[src/rtl/pc_fetch_ctrl_pkg.sv]
// Shared types and constants for the PC fetch controller.
// Latency: n/a (package only).
// Backpressure: n/a.
package pc_fetch_ctrl_pkg;

    // Fetch sequencer states: BOOT after reset, REQ while a fetch is outstanding,
    // HOLD while a fetched instruction waits for decode.
    typedef enum logic [1:0] {
        ST_BOOT = 2'd0,
        ST_REQ  = 2'd1,
        ST_HOLD = 2'd2
    } fetch_state_t;

    localparam logic [31:0] RESET_PC_DEFAULT = 32'h0040_0000;

endpackage

[src/rtl/pc_redirect_buf.sv]
// Pending-redirect buffer plus optional target alignment fix-up (macro PC_ALIGN_CHECK_EN).
// Latency: fixed target is combinational; pend/pend_target/align_err register on clk.
// Backpressure: a redirect arriving mid-fetch is parked until the fetch acks; last one wins.
module pc_redirect_buf (
    input  logic        clk,
    input  logic        rst_n,
    input  logic        redir_valid,
    input  logic [31:0] redir_target,
    input  logic        in_req,
    input  logic        imem_ack,
    output logic [31:0] target_fixed,
    output logic        pend,
    output logic [31:0] pend_target,
    output logic        align_err
);

    logic pend_load;
    logic pend_clear;

    // A redirect can only be parked while the memory still owns the fetch;
    // any ack in REQ retires the pending entry (used or superseded).
    assign pend_load  = in_req && redir_valid && !imem_ack;
    assign pend_clear = in_req && imem_ack;

`ifdef PC_ALIGN_CHECK_EN
    assign target_fixed = {redir_target[31:2], 2'b00};

    // Sticky flag: any misaligned redirect is remembered until reset.
    always_ff @(posedge clk) begin
        if (!rst_n) begin
            align_err <= 1'b0;
        end else if (redir_valid && (redir_target[1:0] != 2'b00)) begin
            align_err <= 1'b1;
        end
    end
`else
    assign target_fixed = redir_target;
    assign align_err    = 1'b0;
`endif

    // Park or retire the deferred redirect target.
    always_ff @(posedge clk) begin
        if (!rst_n) begin
            pend        <= 1'b0;
            pend_target <= 32'd0;
        end else if (pend_load) begin
            pend        <= 1'b1;
            pend_target <= target_fixed;
        end else if (pend_clear) begin
            pend        <= 1'b0;
        end
    end

endmodule

[src/rtl/pc_fetch_ctrl.sv]
// Instruction fetch PC sequencer with redirect handling; alignment check via PC_ALIGN_CHECK_EN.
// Latency: one fetch per REQ->ack, instruction presented the cycle after ack, held until if_ready.
// Backpressure: if_ready low holds the instruction in HOLD; imem_ack low stalls in REQ with pc fixed.
module pc_fetch_ctrl
    import pc_fetch_ctrl_pkg::*;
#(
    parameter logic [31:0] RESET_PC = RESET_PC_DEFAULT
) (
    input  logic        clk,
    input  logic        rst_n,
    output logic [31:0] pc,
    input  logic [31:0] pc_plus4,
    output logic        imem_req,
    input  logic        imem_ack,
    input  logic [31:0] instr_rdata,
    input  logic        redir_valid,
    input  logic [31:0] redir_target,
    output logic        if_valid,
    input  logic        if_ready,
    output logic [31:0] if_instr,
    output logic [31:0] if_pc,
    output logic        align_err
);

    fetch_state_t state;
    fetch_state_t state_nxt;
    logic [31:0]  pc_nxt;
    logic         if_valid_nxt;
    logic [31:0]  if_instr_nxt;
    logic [31:0]  if_pc_nxt;
    logic [31:0]  target_fixed;
    logic         pend;
    logic [31:0]  pend_target;

    pc_redirect_buf u_redir_buf (
        .clk          (clk),
        .rst_n        (rst_n),
        .redir_valid  (redir_valid),
        .redir_target (redir_target),
        .in_req       (state == ST_REQ),
        .imem_ack     (imem_ack),
        .target_fixed (target_fixed),
        .pend         (pend),
        .pend_target  (pend_target),
        .align_err    (align_err)
    );

    // Next-state and output decode; redirects always win over ack and if_ready.
    always_comb begin
        state_nxt    = state;
        pc_nxt       = pc;
        if_valid_nxt = if_valid;
        if_instr_nxt = if_instr;
        if_pc_nxt    = if_pc;
        imem_req     = 1'b0;
        case (state)
            ST_BOOT: begin
                state_nxt = ST_REQ;
                if (redir_valid) begin
                    pc_nxt = target_fixed;
                end
            end
            ST_REQ: begin
                imem_req = 1'b1;
                if (redir_valid) begin
                    // Without ack the redirect is parked in the buffer; pc stays put.
                    if (imem_ack) begin
                        pc_nxt = target_fixed;
                    end
                end else if (imem_ack) begin
                    if (pend) begin
                        // Word belongs to the stale path; refetch from the parked target.
                        pc_nxt = pend_target;
                    end else begin
                        if_instr_nxt = instr_rdata;
                        if_pc_nxt    = pc;
                        pc_nxt       = pc_plus4;
                        if_valid_nxt = 1'b1;
                        state_nxt    = ST_HOLD;
                    end
                end
            end
            ST_HOLD: begin
                if (redir_valid) begin
                    pc_nxt       = target_fixed;
                    if_valid_nxt = 1'b0;
                    state_nxt    = ST_REQ;
                end else if (if_ready) begin
                    if_valid_nxt = 1'b0;
                    state_nxt    = ST_REQ;
                end
            end
            default: begin
                state_nxt = ST_BOOT;
            end
        endcase
    end

    // State and fetch-stage registers.
    always_ff @(posedge clk) begin
        if (!rst_n) begin
            state    <= ST_BOOT;
            pc       <= RESET_PC;
            if_valid <= 1'b0;
            if_instr <= 32'd0;
            if_pc    <= 32'd0;
        end else begin
            state    <= state_nxt;
            pc       <= pc_nxt;
            if_valid <= if_valid_nxt;
            if_instr <= if_instr_nxt;
            if_pc    <= if_pc_nxt;
        end
    end

endmodule

[config.mk]
export PLATFORM = sky130hd
export DESIGN_NAME = pc_fetch_ctrl
export DESIGN_NICKNAME = d
export VERILOG_FILES = /design/src/rtl/pc_fetch_ctrl_pkg.sv /design/src/rtl/pc_redirect_buf.sv /design/src/rtl/pc_fetch_ctrl.sv
export SDC_FILE = /design/constraint.sdc
export NUM_CORES = 1
export LEC_CHECK = 0
export BUFFER_PORTS_ARGS = -buffer_cell sky130_fd_sc_hd__buf_2
export CORE_ASPECT_RATIO = 0.8
export CORE_MARGIN = 2
export CORE_UTILIZATION = 45
export CTS_CLUSTER_SIZE = 14
export DETAILED_ROUTE_END_ITERATION = 7
export GPL_TIMING_DRIVEN = 0
export PLACE_DENSITY = 0.77
export SYNTH_ARGS = -nofsm -noshare
export SYNTH_HDL_FRONTEND = slang
export SYNTH_SLANG_ARGS = --single-unit
[constraint.sdc]
create_clock -name clk -period 1.2 [get_ports clk]
set_input_delay 0.12 -clock clk [delete_from_list [all_inputs] [get_ports clk]]
set_output_delay 0.12 -clock clk [all_outputs]
set_load 0.02 [all_outputs]
==> results_dict.tcl <==
set metrics [dict create \
    status "complete, but fails checks" \
    violations "negative setup slack" \
    ant_nets 0 \
    netlist.area_leader.share_pct 47.75 \
    cap_violations 0 \
    antenna_cells 0 \
    clk_pin_slew_ps 60 \
    cpLargestDelayFamily "multiplexers" \
    crit_type "flip-flop to flip-flop" \
    p_sw_w 0.003250 \
    root_buffer "clkbuf_16" \
    synthDistinctLibCells 31 \
    vias 6058 \
    vias_per_cell 5.620 \
    layout_min_cycle_time_ps 1441 \
    cp.required_ps 1490 \
    portBuffers 198 \
    leakagePower_nw 3.823 \
    cp.arrival_ps 1730 \
    gp_congestion 0.8619 \
    drt_iter0_markers 427 \
    synth_top_cell_by_area "dfxtp_1" \
    wl_per_cell_um 19.31 \
    cts_made_buffers 17 \
    grt-ovfl-total 0 \
    synthesis.area_um2 5534 \
    tightest_slew_ps 730.0 \
    synth_area_per_cell_um2 9.162 \
    place_ws_ps -432.3 \
    fin_nets 1014 \
    insertion_delay_ps 420 \
    drive_above_1_share_pct 49.03 \
    cp_slowest_cell "mux2_2" \
    cp_cell_sequence "buf_6 > bufbuf_16 > mux2_2 > mux2i_1 > o2bb2ai_1" \
    cts.sinks 132 \
    final_hold_viol_count 0 \
    cts_tree "built" \
    combPwrFrac_pct 16.0 \
    area_delta_synth_final_pct 64.39 \
    min-delay-path-class "input port to flip-flop" \
    htree_levels 4 \
    worst_setup_path_start_kind "flip-flop" \
    final_util_pct 75.36 \
    grtUsageTotal_pct 28.10 \
    coreArea_um2 12070 \
    cts_buffer_depth 2 \
    drcViolationCount 0 \
    crit_path_max_fanout 7 \
    yosys_warnings 0 \
    num_rows 36 \
    totalWireLength_mm 20.81 \
    fillers 797 \
    die-area_um2 13210 \
    synthCells 604 \
    p_seq_share_pct 38.3 \
    swShare_pct 26.25 \
    synth.yosys.seq_area_share_pct 47.75 \
    endpoint_kind "flip-flop" \
    pwr-share-clk_pct 45.7 \
    synth_area_leaders "dfxtp_1 48%, a21oi_1 8.7%, mux2_2 6.3%" \
    clock_skew_ps 6.420 \
    grt_setup_unrepaired "yes" \
    tns_ps -19310 \
    dr.pass1.iters 5 \
    period_share_pct 120.1 \
    fmax_ghz 0.6941 \
    drv_slew 0 \
    dp_cells 954 \
    grt_max_degree 17 \
    setup_slack_ps -240.6 \
    setup_viol 132 \
    initial_core_util_pct 45.84 \
    syn_nets 705 \
    die_h_um 103.2 \
    yosys_register_bits 132 \
    intPower_w 0.009128 \
    grt_pass1_vias 5516 \
    power_density_nw_per_um2 1361 \
    grt_pass1_wl_mm 28.74 \
    critPathMaxStageDelay_ps 330 \
    regArea_um2 2655 \
    holdWs_ps 49.02 \
    ir_worst_vdd_mv 0.9422 \
    crit_buf_inv 2 \
    io_pins 200 \
    multi_input_area_um2 3038 \
    layoutNonFillerInstCount 1078 \
    slew_headroom_pct 51.33 \
    grt_antenna_before_repair 0 \
    die_w_um 128.0 \
    hpwl_mm 11.94 \
]
==> worst paths after layout <==
check	start	to	slack [ps]	cells past startpoint
setup reg to reg	u_redir_buf.pend	pc[0]	-240	5
hold / removal	rst_n	state[0]	50	2
hold reg to reg	u_redir_buf.pend_target[1]	u_redir_buf.pend_target[1]	460	2
setup / recovery	u_redir_buf.pend	pc[0]	-240	5
==> layout by cell type, fill, tap and decap left out, types with 7 or more instances in the layout <==
master,n
buf_8,8
nand3_1,57
o21ai_2,24
buf_4,25
o21ai_0,7
a21oi_1,62
buf_6,21
mux2_2,29
clkbuf_16,20
nand3_2,7
mux2i_1,25
dlygate4sd3_1,65
a21oi_2,37
buf_2,199
clkbuf_1,14
nand2_1,40
nand2_4,19
o2bb2ai_1,30
dfxtp_1,126
o21ai_1,34
==> cells in the mapped netlist, drive strengths merged <==
cell type    n
dfxtp      132
a21oi       99
o21ai       67
nand2       65
nand3       64
buf         36
mux2i       32
mux2        31
o2bb2ai     31
clkbuf      26
nor2b        3
and4bb       2
inv          2
nand4bb      2
nor2         2
nor3         2
a221o        1
a2bb2oi      1
and3         1
and3b        1
conb         1
nand2b       1
or2          1
or3          1
==> flip-flops by register name, summed over array words and instances, names as in the netlist <==
register,cells
pc,32
u_redir_buf.pend_target,32
if_valid,1
if_instr,32
state,2
u_redir_buf.pend,1
if_pc,32
==> logic make-up after synthesis <==
kind of cell | share of synthesized area (%)
other | 0.06776
buffers and inverters | 7.212
muxes | 12.10
DFF | 47.75
and+or+nand+nor | 12.41
AOI/OAI and AO/OA | 20.46
==> power groups by stage <==
stage               clock, W  combinational (W)  sequential [W]
floorplan                  0           0.000702         0.00495
global placement           0            0.00138         0.00481
detailed placement         0            0.00139         0.00481
CTS                  0.00564            0.00172         0.00472
global route         0.00586            0.00209         0.00475
finish               0.00566            0.00198         0.00474
==> layer usage <==
metal / global-route usage (%) / vias to the layer above / wire [µm]
met1: 36.35 / 2919 / 8702
met2: 46.81 / 303 / 10110
met4: 9.045 / 0 / 491
met3: 7.047 / 48 / 1512
met5: 0 / - / 0
li1: - / 2788 / -
==> cell type report <==
class	instances	share of cell area, %
multi-input cells	408	33.39
flip-flops and latches	132	29.18
repair buffers	293	21.88
plain buffers	59	6.409
clock buffers	20	5.034
well taps	152	2.090
clock inverters	12	1.925
inverters	2	0.08252
==> stage by stage <==
| step | total power, W | instance area, µm² |
|---|---|---|
| after floorplan | 0.005648 | 5630 |
| after global placement | 0.006196 | 6812 |
| after detailed placement | 0.006205 | 6812 |
| after CTS | 0.01208 | 8461 |
| after global routing | 0.01271 | 9097 |
| final | 0.01238 | 9097 |
==> repair_timing <==
action,CTS,global route
setup buffers,13,10
endpoints found under the hold margin,64,1
hold buffers,64,1
pin swaps,6,42
gates cloned,3,5
resized for setup,55,153
setup endpoints to repair,132,135
Note: power is estimated with default switching activity, not from simulation.
